`src/rtl/uart_arb_pkg.sv`:
```
// Shared types and constants for the UART transmit arbiter.
package uart_arb_pkg;

    localparam int NREQ            = 4;
    localparam int TIMEOUT_CYC_DEF = 60000;

    typedef enum logic [1:0] {
        IDLE      = 2'd0,
        LAUNCH    = 2'd1,
        WAIT_LOW  = 2'd2,
        WAIT_HIGH = 2'd3
    } arb_state_t;

    function automatic logic [1:0] onehot_to_idx(input logic [NREQ-1:0] oh);
        logic [1:0] idx;
        idx = '0;
        for (int i = 0; i < NREQ; i++) begin
            if (oh[i]) idx = 2'(i);
        end
        return idx;
    endfunction

endpackage

```
`src/rtl/uart_tx_arbiter_if.sv`:
```
// Requester and sender bundle for the UART transmit arbiter.
interface uart_tx_arbiter_if;
    import uart_arb_pkg::*;

    // Requester i transfers its byte on the rising edge where req_valid[i] && req_ready[i];
    // a requester keeps valid and data stable until then. tx_en is a one-cycle start pulse
    // and tx_status=1 reports the sender idle.
    logic [NREQ-1:0]   req_valid;
    logic [8*NREQ-1:0] req_data;
    logic [NREQ-1:0]   req_ready;
    logic [7:0]        tx_data;
    logic              tx_en;
    logic              tx_status;

    modport master (
        output req_valid, req_data, tx_status,
        input  req_ready, tx_data, tx_en
    );

    modport slave (
        input  req_valid, req_data, tx_status,
        output req_ready, tx_data, tx_en
    );

endinterface

```
`src/rtl/uart_rr_pick.sv`:
```
// Combinational round-robin winner: search starts one past the last grant and wraps.
module uart_rr_pick
    import uart_arb_pkg::*;
(
    input  logic [NREQ-1:0] req_valid,
    input  logic [1:0]      grant_id,
    output logic [NREQ-1:0] winner,
    output logic            any
);

    logic [1:0] idx;

    always_comb begin
        winner = '0;
        idx    = grant_id;
        for (int k = 1; k <= NREQ; k++) begin
            idx = grant_id + 2'(k);
            if (req_valid[idx] && (winner == '0)) winner[idx] = 1'b1;
        end
    end

    assign any = |req_valid;

endmodule

```
`src/rtl/uart_tx_arbiter.sv`:
```
// Round-robin arbiter feeding four byte requesters into one UART sender.
// Define UART_ARB_TIMEOUT_EN to add the sender-handshake timeout and sticky err flag.
module uart_tx_arbiter
    import uart_arb_pkg::*;
#(
    parameter int TIMEOUT_CYC = TIMEOUT_CYC_DEF
) (
    input  logic             CLK,
    input  logic             Reset_n,
    uart_tx_arbiter_if.slave bus,
    input  logic             err_clr,
    output logic             busy,
    output logic [1:0]       grant_id,
    output logic             err,
    output arb_state_t       state_dbg
);

    arb_state_t      state_q, state_d;
    logic [NREQ-1:0] winner;
    logic            any_valid;
    logic            accept;
    logic [1:0]      win_idx;
    logic [1:0]      grant_q;
    logic [7:0]      tx_data_q;
    logic            timeout_hit;

    uart_rr_pick u_pick (
        .req_valid (bus.req_valid),
        .grant_id  (grant_q),
        .winner    (winner),
        .any       (any_valid)
    );

    // Grants only while idle and the sender itself reports idle.
    assign bus.req_ready = (state_q == IDLE && bus.tx_status && any_valid) ? winner : '0;
    assign accept        = |(bus.req_ready & bus.req_valid);
    assign win_idx       = onehot_to_idx(bus.req_ready);

    assign bus.tx_en   = (state_q == LAUNCH);
    assign bus.tx_data = tx_data_q;
    assign busy        = (state_q != IDLE);
    assign grant_id    = grant_q;
    assign state_dbg   = state_q;

    always_ff @(posedge CLK) begin
        if (!Reset_n) begin
            state_q   <= IDLE;
            tx_data_q <= '0;
            grant_q   <= 2'd3;
        end else begin
            state_q <= state_d;
            if (accept) begin
                tx_data_q <= bus.req_data[{win_idx, 3'b000} +: 8];
                grant_q   <= win_idx;
            end
        end
    end

    always_comb begin
        state_d = state_q;
        case (state_q)
            IDLE:      if (accept) state_d = LAUNCH;
            LAUNCH:    state_d = WAIT_LOW;
            WAIT_LOW:  if (!bus.tx_status) state_d = WAIT_HIGH;
            WAIT_HIGH: if (bus.tx_status) state_d = IDLE;
            default:   state_d = IDLE;
        endcase
        if (timeout_hit) state_d = IDLE;
    end

`ifdef UART_ARB_TIMEOUT_EN
    localparam logic [15:0] TO_LAST = 16'(TIMEOUT_CYC - 1);

    logic [15:0] to_cnt_q;
    logic        err_q;

    // The final allowed wait cycle abandons the byte; a same-cycle err_clr loses.
    assign timeout_hit = ((state_q == WAIT_LOW) || (state_q == WAIT_HIGH)) && (to_cnt_q == TO_LAST);

    always_ff @(posedge CLK) begin
        if (!Reset_n) begin
            to_cnt_q <= '0;
            err_q    <= 1'b0;
        end else begin
            if (accept) begin
                to_cnt_q <= '0;
            end else if ((state_q == WAIT_LOW) || (state_q == WAIT_HIGH)) begin
                to_cnt_q <= to_cnt_q + 16'd1;
            end
            if (timeout_hit) begin
                err_q <= 1'b1;
            end else if (err_clr) begin
                err_q <= 1'b0;
            end
        end
    end

    assign err = err_q;
`else
    logic unused_cfg;

    assign timeout_hit = 1'b0;
    assign err         = 1'b0;
    assign unused_cfg  = err_clr ^ (TIMEOUT_CYC == 0);
`endif

endmodule

```
`src/flat_wrapper.sv`:
```
// flat-port wrapper written by rule: the top's interface ports become plain ports
module uart_tx_arbiter_flat import uart_arb_pkg::*;
#(
    parameter int TIMEOUT_CYC = TIMEOUT_CYC_DEF
)
  (CLK, Reset_n, err_clr, busy, grant_id, err, state_dbg, bus_req_valid, bus_req_data, bus_tx_status, bus_req_ready, bus_tx_data, bus_tx_en);
  uart_tx_arbiter_if bus_i ();
  input  logic CLK;
  input  logic Reset_n;
  input  logic err_clr;
  output logic busy;
  output logic [1:0] grant_id;
  output logic err;
  output arb_state_t state_dbg;
  input wire logic [$bits(bus_i.req_valid)-1:0] bus_req_valid;
  input wire logic [$bits(bus_i.req_data)-1:0] bus_req_data;
  input wire logic [$bits(bus_i.tx_status)-1:0] bus_tx_status;
  output wire logic [$bits(bus_i.req_ready)-1:0] bus_req_ready;
  output wire logic [$bits(bus_i.tx_data)-1:0] bus_tx_data;
  output wire logic [$bits(bus_i.tx_en)-1:0] bus_tx_en;
  assign bus_i.req_valid = bus_req_valid;
  assign bus_i.req_data = bus_req_data;
  assign bus_i.tx_status = bus_tx_status;
  assign bus_req_ready = bus_i.req_ready;
  assign bus_tx_data = bus_i.tx_data;
  assign bus_tx_en = bus_i.tx_en;
  uart_tx_arbiter #(.TIMEOUT_CYC(TIMEOUT_CYC)) u_core (.CLK(CLK), .Reset_n(Reset_n), .bus(bus_i), .err_clr(err_clr), .busy(busy), .grant_id(grant_id), .err(err), .state_dbg(state_dbg));
endmodule
```
`config.mk`:
```
export PLATFORM = sky130hd
export DESIGN_NAME = uart_tx_arbiter_flat
export DESIGN_NICKNAME = d
export VERILOG_FILES = /design/src/rtl/uart_arb_pkg.sv /design/src/rtl/uart_tx_arbiter_if.sv /design/src/rtl/uart_rr_pick.sv /design/src/rtl/uart_tx_arbiter.sv /design/src/flat_wrapper.sv
export SDC_FILE = /design/constraint.sdc
export NUM_CORES = 1
export LEC_CHECK = 0
export ABC_AREA = 1
export ABC_CLOCK_PERIOD_IN_PS = 5600
export CAP_MARGIN = 10
export CORE_MARGIN = 2
export CORE_UTILIZATION = 49
export DETAILED_ROUTE_END_ITERATION = 10
export GPL_TIMING_DRIVEN = 0
export PLACE_DENSITY = 0.92
export SLEW_MARGIN = 10
export SYNTH_ARGS = -nofsm -noshare
export SYNTH_HDL_FRONTEND = slang
export SYNTH_HIERARCHICAL = 1
export SYNTH_SLANG_ARGS = --single-unit
```
`constraint.sdc`:
```
create_clock -name CLK -period 5.6 [get_ports CLK]
set_clock_uncertainty 0.2 [all_clocks]
set_input_delay 0.56 -clock CLK [delete_from_list [all_inputs] [get_ports CLK]]
set_output_delay 0.56 -clock CLK [all_outputs]
set_load 0.005 [all_outputs]
```
== Word level (Yosys, flattened, before mapping) ==
Index checks and enable logic that the tools add are counted.

* Flip-flop bits (word level): 12
* Input port bits: 40
* Output and inout bits: 19
* Logic and storage cells: 70

* Add/subtract/negate cells: 3
* Order comparisons: 8
* Eq/ne operators: 6
* Shift-type cells: 1
* Mux-type cells: 28
* Bitwise gates (word level): 4
* Reduce and logical (&&, ||, !) cells: 17

{| class="wikitable"
|+ Operator list
! kind !! number
|-
| $shiftx 32x6->8 || 1
|-
| $mux 4 || 5
|-
| $logic_not 4->1 || 3
|-
| $lt 2x3->1 const B || 4
|-
| $or 4x4->4 || 3
|-
| $mux 2 || 5
|-
| $logic_and 1x1->1 || 9
|-
| $mux 1 || 9
|-
| $bmux 1 s2 || 4
|-
| $demux 1 s2 || 4
|-
| $ge 2x1->1 const B || 4
|-
| $pmux 2 s4 || 1
|-
| $reduce_or 4->1 || 2
|-
| $add 2x2->2 const B || 2
|-
| $and 4x4->4 || 1
|-
| $eq 2x2->1 const B || 2
|-
| $ne 2x2->1 const B || 2
|-
| $reduce_and 3->1 || 1
|-
| $add 2x1->2 const B || 1
|-
| $eq 2x1->1 const B || 1
|-
| $logic_not 2->1 || 1
|-
| $ne 2x1->1 const B || 1
|-
| $reduce_bool 2->1 || 1
|}

== Logic depth before layout (Yosys ltp) ==
Gate-level depths: netlist of the first run.

* Word-level depth: 20
* Gate-level depth with buffers: 26
* Gate-level depth less buffers: 25

== Hierarchy ==
The synthesis of the first run kept the hierarchy.

{| class="wikitable"
|+ By module, submodules not included
! module !! instances !! cells each !! area an instance (sq um) !! sequential area each (sq um)
|-
| uart_tx_arbiter || 1 || 180 || 1106.1 || 240.2
|-
| uart_rr_pick || 1 || 86 || 514.2 || 0.0
|}

== Worst setup path before layout of the first run ==
OpenSTA, ideal clock, no wires.

* Kind: reg-to-reg
* Start: register u_core.grant_q[0], in the netlist u_core/grant_id[0]
* End: register u_core.tx_data_q[2], in the netlist u_core/bus.tx_data[2]
* Library setup time: 0.109 ns
* Data arrival time: 2.784 ns
* Required time: 5.291 ns
* Path slack: 2.507 ns
* Cell stages (with the launch flop): 26
* Path buffers: 1
* Clock period less this slack: 3.093 ns
* Cells stage by stage: dfxtp_1 > inv_2 > ha_1 > inv_1 > nand3_1 > nand2_4 > o31ai_4 > nand3_1 > nand2_2 > nor2_2 > nand3_1 > nand2_2 > nor2_4 > nand3_1 > nand2_1 > inv_1 > nor2_4 > nand2_1 > nand2_2 > nor2_4 > inv_6 > buf_6 > nor2_2 > nor2_2 > nand2_1 > inv_1

* Word-level cells in the longest chain between the ends: 20
* Elaborated cells between the ends (all ways): 51
* Those cells by class: add/sub (3); order compare (8); shift (1); mux (24); bitwise (4); reduce/logical (11)

{| class="wikitable"
|+ Ends and longest elaborated chain
! what !! RTL line !! RTL
|-
| start: declaration || uart_tx_arbiter.sv:23 || <nowiki>logic [1:0] grant_q;</nowiki>
|-
| start signal: assignment || uart_tx_arbiter.sv:54 || <nowiki>grant_q <= win_idx;</nowiki>
|-
| $add 2x1->2 || uart_rr_pick.sv:17 || <nowiki>idx = grant_id + 2'(k);</nowiki>
|-
| $lt 2x3->1 (implied by the code) / $ge 2x1->1 (equally long branches) || uart_rr_pick.sv:18 || <nowiki>if (req_valid[idx] && (winner == '0)) winner[idx] = 1'b1;</nowiki>
|-
| $logic_and 1x1->1 (implied by the code) || uart_rr_pick.sv:18 ||
|-
| $mux 1 (implied by the code) || uart_rr_pick.sv:18 ||
|-
| $demux 1 s2 || uart_rr_pick.sv:18 ||
|-
| $mux 4 || uart_rr_pick.sv:18 ||
|-
| $logic_not 4->1 || uart_rr_pick.sv:18 ||
|-
| $logic_and 1x1->1 || uart_rr_pick.sv:18 ||
|-
| [5 not listed] || -- ||
|-
| $logic_and 1x1->1 || uart_rr_pick.sv:18 ||
|-
| $mux 4 (*) || uart_rr_pick.sv:18 ||
|-
| net u_core.winner[1] || uart_tx_arbiter.sv:19 || <nowiki>logic [NREQ-1:0] winner;</nowiki>
|-
| $mux 4 (*) || uart_tx_arbiter.sv:35 || <nowiki>assign bus.req_ready = (state_q == IDLE && bus.tx_status && any_valid) ? winner : '0;</nowiki>
|-
| net bus_req_ready[1] || flat_wrapper.sv:18 || <nowiki>output wire logic [$bits(bus_i.req_ready)-1:0] bus_req_ready;</nowiki>
|-
| $mux 1 || uart_arb_pkg.sv:18 || <nowiki>if (oh[i]) idx = 2'(i);</nowiki>
|-
| $mux 2 (2 in series) || uart_arb_pkg.sv:18 ||
|-
| $shiftx 32x6->8 || uart_tx_arbiter.sv:53 || <nowiki>tx_data_q <= bus.req_data[{win_idx, 3'b000} +: 8];</nowiki>
|-
| end signal: assignment || uart_tx_arbiter.sv:53 ||
|-
| end: declaration || uart_tx_arbiter.sv:24 || <nowiki>logic [7:0] tx_data_q;</nowiki>
|}

The timed path passes the listed nets; every way through them passes the cells marked *. The select of a mux whose other input is x is not followed.
A chain may end at the register's enable or synchronous reset.

== Worst setup path in the final report of the first run ==
* Start: register u_core.grant_q[0], in the netlist u_core/grant_id[0]
* End: output bus_req_ready[2]

* Word-level cells in the longest chain between the ends: 16
* Elaborated cells between the ends (all ways): 45
* Those cells by class: add/sub (3); order compare (8); mux (21); bitwise (3); reduce/logical (10)

{| class="wikitable"
|+ Ends and longest elaborated chain
! what !! RTL line
|-
| $add 2x1->2 || uart_rr_pick.sv:17
|-
| $lt 2x3->1 (implied by the code) / $ge 2x1->1 (equally long branches) || uart_rr_pick.sv:18
|-
| $logic_and 1x1->1 (implied by the code) || uart_rr_pick.sv:18
|-
| $mux 1 (implied by the code) || uart_rr_pick.sv:18
|-
| $demux 1 s2 || uart_rr_pick.sv:18
|-
| $mux 4 || uart_rr_pick.sv:18
|-
| $logic_not 4->1 || uart_rr_pick.sv:18
|-
| $logic_and 1x1->1 || uart_rr_pick.sv:18
|-
| $mux 4 || uart_rr_pick.sv:18
|-
| $logic_not 4->1 || uart_rr_pick.sv:18
|-
| $logic_and 1x1->1 || uart_rr_pick.sv:18
|-
| $mux 4 || uart_rr_pick.sv:18
|-
| $logic_not 4->1 || uart_rr_pick.sv:18
|-
| $logic_and 1x1->1 || uart_rr_pick.sv:18
|-
| $mux 4 (*) || uart_rr_pick.sv:18
|-
| net u_core.winner[2] || uart_tx_arbiter.sv:19
|-
| $mux 4 (*) || uart_tx_arbiter.sv:35
|-
| end: declaration || flat_wrapper.sv:18
|}

Marked as above.

==> out/qor.txt, run 1 <==
outcome = complete, no violations
sequential area share after synthesis = 14.8%
mapped cell area = 1620 um2
Slew Viols, Final = 0
Avg Vias per Cell = 4.84
period utilisation layout = 76.3%
area grow syn2layout = 39.4%
class of the worst hold path = reg -> reg
Comb power frac = 82.6%
Die W = 61.5 um
cts hold-fix bufs = 0
Sw Ratio = 54.2%
Initial DRC Count = 74
hold violation count in the final report = 0
hold slack = 0.359 ns
post_cts resized = 0
first-pass GRT wire length = 6830 um
io pins = 59
Cells after DPL = 366
Worst-Skew Late Latency = 0.28 ns
Netlist cell types = 25
Static Leak = 1.19 nW
max cap viols = 0
clock power share = 4.7%
CTS sink count = 12
Avg Inst Size Synth = 6.09 um2
layout cells sized above 1 = 16.0%
clock-pin slew on the worst setup and hold paths = 0.09 ns
WL final = 4200 um
CTS buffer count = 3
initial antenna violation count = 0
cell taking the most area after synthesis = nand3_1
fin crit period = 4.27 ns
DRC Markers = 0
PwrDens = 530 nW/um2
multiplexer share of the synthesized area = 0.618%
FF+latch count, synth = 12
final setup violation count = 0
Nets = 380
Ant. Diodes = 0
Setup Fix Bufs, Post-CTS = 0
initial core utilization = 52.2%
total congestion overflow = 0
clock root buffer = clkbuf_4
post-DR wirelength/cell = 11.4 um
family with the most delay on the worst path = simple AND/OR/NAND/NOR gates
number of flops mapped to enable cells by yosys = 0
row count = 20
Synth Instances = 266
critical path buffer and inverter count = 5
Synth async-reset ratio = 0%
NetSw = 0.649 mW
Post-Synth XOR/XNOR Area = 0%
warnings from Yosys = 6
largest family of logic cells by synthesized area = simple AND/OR/NAND/NOR gates
Cell Int Power = 0.548 mW
Post-Layout Cell Count = 369
setup TNS = 0 ns
vias in the first global route = 1,657
crit-path max FO = 11
CP arrival = 3.51 ns
Worst Setup End Kind = output port
Seq pwr share = 12.7%
Main synth FF type = dfxtp_1
# port buffers = 56
CP Class = reg -> out
fraction of the mapped netlist area in simple logic gates = 54.4%
gr usage total = 23.8%
DP HPWL = 3370 um
top-area cell type share of the netlist area = 16.4%
Slowest-stage cell, CP = dfxtp_1
Slowest Stage Delay on Critical Path = 0.58 ns
Synth Area in Compound Gates = 3.24%
Mapped Nets = 319
CTS tree = built
Routed Antenna Nets = 0
CORE AREA = 3100 um2
Peak Freq = 0.234 GHz
Clock Tree Buf Depth = 2
Synth Area in Adders = 10.0%
Worst EP required = 4.84 ns
Tot Pwr = 1.20 mW
top post-synthesis cells by area = nand3_1 16%, dfxtp_1 15%, nand2_1 12%
via count = 1,785
crit-path cells = inv_2 -> ha_1 -> inv_1 -> nand2_1 -> nand3_2 -> nand2_2 -> inv_2 -> nand3_1 -> nand2_2 -> nor2_2 -> nand3_1 -> nand2_2 -> nor2_4 -> nand3_1 -> nand2_1 -> inv_1 -> nor2_1 -> clkdlybuf4s50_1
die area = 3780 um2
drt first pass iters = 4
unrepaired setup endpoints after global routing = no
VDD IR max = 0.341 mV
Placer Congestion = 0.947
H-tree depth = 1
CP startpoint kind = flip-flop
pin count of the biggest net entering global routing = 12
chip height = 61.5 um
[power groups by stage]
stage / clock [mW] / sequential [mW] / combinational, mW
global route: 0.0606 / 0.158 / 1.10
CTS: 0.0569 / 0.152 / 0.981
finish: 0.0563 / 0.152 / 0.989
floorplan: 0 / 0.151 / 0.714
detailed placement: 0 / 0.154 / 0.975
global placement: 0 / 0.154 / 0.944
[tightest hold or removal path: stages (launching register included)]
cell	delay (ns)
dfxtp_1	0.32
nor2_1	0.09
nor2_1	0.04
nand2_1	0.04
inv_1	0.03
[kinds of logic (layout without fill, tap and decap cells)]
logic type      after synthesis  in the layout
fa+ha+maj                    13             13
other cells                   1              1
compound gates                7              7
simple gates                169            169
flops                        12             12
buf+inv                      63            122
mux                           1              1
[through the flow]
step | util (%) | instance area [um2] | worst slack, ns
global route | 72.8 | 2260 | 1.04
floorplan | - | 1620 | 2.51
detailed placement | 72.1 | 2240 | 1.62
global placement | 72.1 | 2240 | 1.70
CTS | 72.8 | 2260 | 1.36
finish | 72.8 | 2260 | 1.33
[cells in the final DEF (no fill, tap or decap), drive strengths merged]
cell	instances
nand2	73
nand3	58
clkdlybuf4s50	56
inv	56
nor2	32
ha	13
dfxtp	12
nand3b	6
buf	5
clkbuf	3
a21oi	3
clkinv	2
o21ai	2
mux2i	1
conb	1
o31ai	1
a31oi	1
[synthesized netlist by cell type, types with 5 or more instances]
cell type / instances
nand2_1: 53
dfxtp_1: 12
nor2_4: 6
nor2_2: 5
ha_1: 13
nand3_1: 53
inv_1: 49
nor2_1: 21
nand2_2: 16
nand3b_1: 6
inv_2: 6
nand3_2: 5
[routing by layer]
| metal | vias up | GRT usage, % | routed length, um |
|---|---|---|---|
| li1 | 933 | - | - |
| met1 | 796 | 30.1 | 1870 |
| met2 | 45 | 40.6 | 2090 |
| met3 | 11 | 4.62 | 171 |
| met4 | 0 | 7.29 | 72 |
| met5 | - | 0 | 0 |
[registers in the layout, summed over array words and instances, names as in the netlist]
name                cells
u_core/bus.tx_data      8
u_core/grant_id         2
u_core/state_dbg        2
[final cells by class]
class                      count  area, um2
timing repair buffer          56        561
buffer                         5       46.3
sequential                    12        240
tap                           44       55.1
multi-input combinational    191       1110
inverter                      58        223
fill                         284        845
clock buffer                   3       22.5
[worst paths after layout]
kind	startpoint	to	slack, ns	cells past startpoint
setup reg to reg	u_core/grant_id[0]	u_core/bus.tx_data[4]	1.96	22
hold reg to reg	u_core/bus.tx_data[1]	u_core/bus.tx_data[1]	0.36	4
hold / removal	u_core/bus.tx_data[1]	u_core/bus.tx_data[1]	0.36	4
setup / recovery	u_core/grant_id[0]	bus_req_ready[2]	1.33	18
Power figures use the tool's default switching activity.
==> run 2, diff against run 1 <==
- ABC_CLOCK_PERIOD_IN_PS: 5600 -> 4310
- CORE_UTILIZATION: 49 -> 45
- PLACE_DENSITY: 0.92 -> 0.86
- clock period: 5.6 -> 4.31 ns (I/O delays scaled with it)
==> run 2 against run 1 <==
Clock power increased by 24%. Flip-flop and latch count did not move. Combinational power increased by 28%. Cell count is 0.54% higher. First-iteration DRC count rose by 20%. Critical path type unchanged.
==> out/qor.txt, run 2 (synthesis gave the netlist of run 1 again) <==
CORE AREA = 3390 um2
Static Leak = 1.19 nW
class of the worst hold path = reg -> reg
commonest non-fill, non-tap cell in the layout = clkdlybuf4s50_1
max cap viols = 0
crit-path cells = inv_1 -> ha_1 -> inv_1 -> nand3_1 -> nand2_4 -> o31ai_4 -> nand3_1 -> nand2_2 -> nor2_2 -> nand3_1 -> nand2_2 -> nor2_4 -> nand3_1 -> nand2_1 -> inv_1 -> nor2_1 -> clkdlybuf4s50_1
Critical path origin = u_core/grant_id[1]
max FFs per register = 8
CTS buffer count = 3
Slew Viols, Final = 0
flop2flop setup slack = 0.79 ns
final instance area = 2260 um2
most frequent cells in the layout = 56 x clkdlybuf4s50_1, 53 x nand2_1, 53 x nand3_1
CTS sink count = 12
Peak Freq = 0.249 GHz
H-tree depth = 1
Clock Tree Buf Depth = 2
Core Util, Final = 66.7%
chip height = 64.0 um
WL final = 4070 um
unrepaired setup endpoints after global routing = no
final setup violation count = 0
Routed Antenna Nets = 0
Placer Congestion = 0.888
first-pass GRT wire length = 7060 um
DRC Markers = 0
VDD IR max = 0.437 mV
Avg Vias per Cell = 4.75
total congestion overflow = 0
DP HPWL = 3370 um
Worst Setup End Kind = output port
area grow syn2layout = 39.6%
clock root buffer = clkbuf_4
setup TNS = 0 ns
CP startpoint kind = flip-flop
initial core utilization = 47.8%
CTS tree = built
CP Class = reg -> out
r2r endpoint = u_core/bus.tx_data[4]
Tot Pwr = 1.53 mW
dpl cell area = 2240 um2
most used cell, CP = nand3_1
post-DR wirelength/cell = 11.0 um
row count = 21
pin count of the biggest net entering global routing = 12
drt first pass iters = 4
FF-to-FF path depth = 22
vias in the first global route = 1,631
outcome = complete, no violations
Critical Path Sink = bus_req_ready[2]
Die W = 64.0 um
period utilisation layout = 93.3%
CP arrival = 3.39 ns
gr usage total = 21.1%
Initial DRC Count = 89
via count = 1,762
clock-pin slew on the worst setup and hold paths = 0.07 ns
Worst EP required = 3.68 ns
PwrDens = 678 nW/um2
Setup Fix Bufs, Post-CTS = 0
Slowest-stage cell, CP = clkdlybuf4s50_1
layout cells sized above 1 = 16.3%
io pins = 59
# port buffers = 56
FF-to-FF Start = u_core/grant_id[1]
initial antenna violation count = 0
hold violation count in the final report = 0
cts hold-fix bufs = 0
Slowest Stage Delay on Critical Path = 0.56 ns
Worst-Skew Late Latency = 0.28 ns
die area = 4100 um2
crit-path max FO = 8
fin crit period = 4.02 ns
Ant. Diodes = 0
Nets = 380
[run 2: layout make-up]
class | count | area [um2]
inverter | 58 | 223
timing repair buffer | 56 | 561
fill | 300 | 1130
sequential | 12 | 241
multi-input combinational | 191 | 1110
buffer | 5 | 46.3
tap | 46 | 57.6
clock buffer | 3 | 22.5
[run 2: critical path, delay by kind of cell, from the launching register on]
kind,cells,cell delay (ns)
AOI/OAI and AO/OA,1,0.08
DFF,1,0.50
adders and majority gates,1,0.37
buffers and inverters,4,0.94
and+or+nand+nor,11,1.24
[run 2: worst min path at each step]
stage                               start               endpoint  slack, ns  cells after the start
floorplan                         Reset_n     u_core/grant_id[0]       0.32                      1
global placement    u_core/bus.tx_data[1]  u_core/bus.tx_data[1]       0.33                      4
detailed placement  u_core/bus.tx_data[1]  u_core/bus.tx_data[1]       0.34                      4
CTS                 u_core/bus.tx_data[1]  u_core/bus.tx_data[1]       0.36                      4
global route        u_core/bus.tx_data[1]  u_core/bus.tx_data[1]       0.39                      4
finish              u_core/bus.tx_data[1]  u_core/bus.tx_data[1]       0.36                      4
[run 2: repair_timing]
action | 4_1_cts | 5_1_grt
endpoints found under the hold margin | 0 | 0
setup endpoints to repair | 0 | 1
gates resized for setup | 0 | 1
[run 2: where the power goes]
group	internal (mW)	leakage [nW]	switching, mW	total, mW
logic	0.524	1.07	0.742	1.27
clock network	0.0324	0.0138	0.0375	0.0700
registers	0.156	0.0983	0.0422	0.198
[run 2: metal layers]
layer / GRT usage [%] / part of all wire (%) / vias to the layer above
met1: 27.6 / 45 / 763
met4: 6.79 / 1.7 / 0
met2: 34.9 / 48 / 49
met3: 3.70 / 5.2 / 8
li1: - / - / 942
met5: 0 / 0 / -
[run 2: per-stage QoR]
| stage | instances | worst slack (ns) | hold WS [ns] |
|---|---|---|---|
| 2_1_floorplan | 266 | 1.22 | 0.316 |
| 3_3_place_gp | 368 | 0.612 | 0.335 |
| 4_1_cts | 371 | 0.217 | 0.355 |
| 3_5_place_dp | 368 | 0.528 | 0.336 |
| 5_1_grt | 371 | 0.0372 | 0.388 |
| 6_report | 371 | 0.291 | 0.359 |
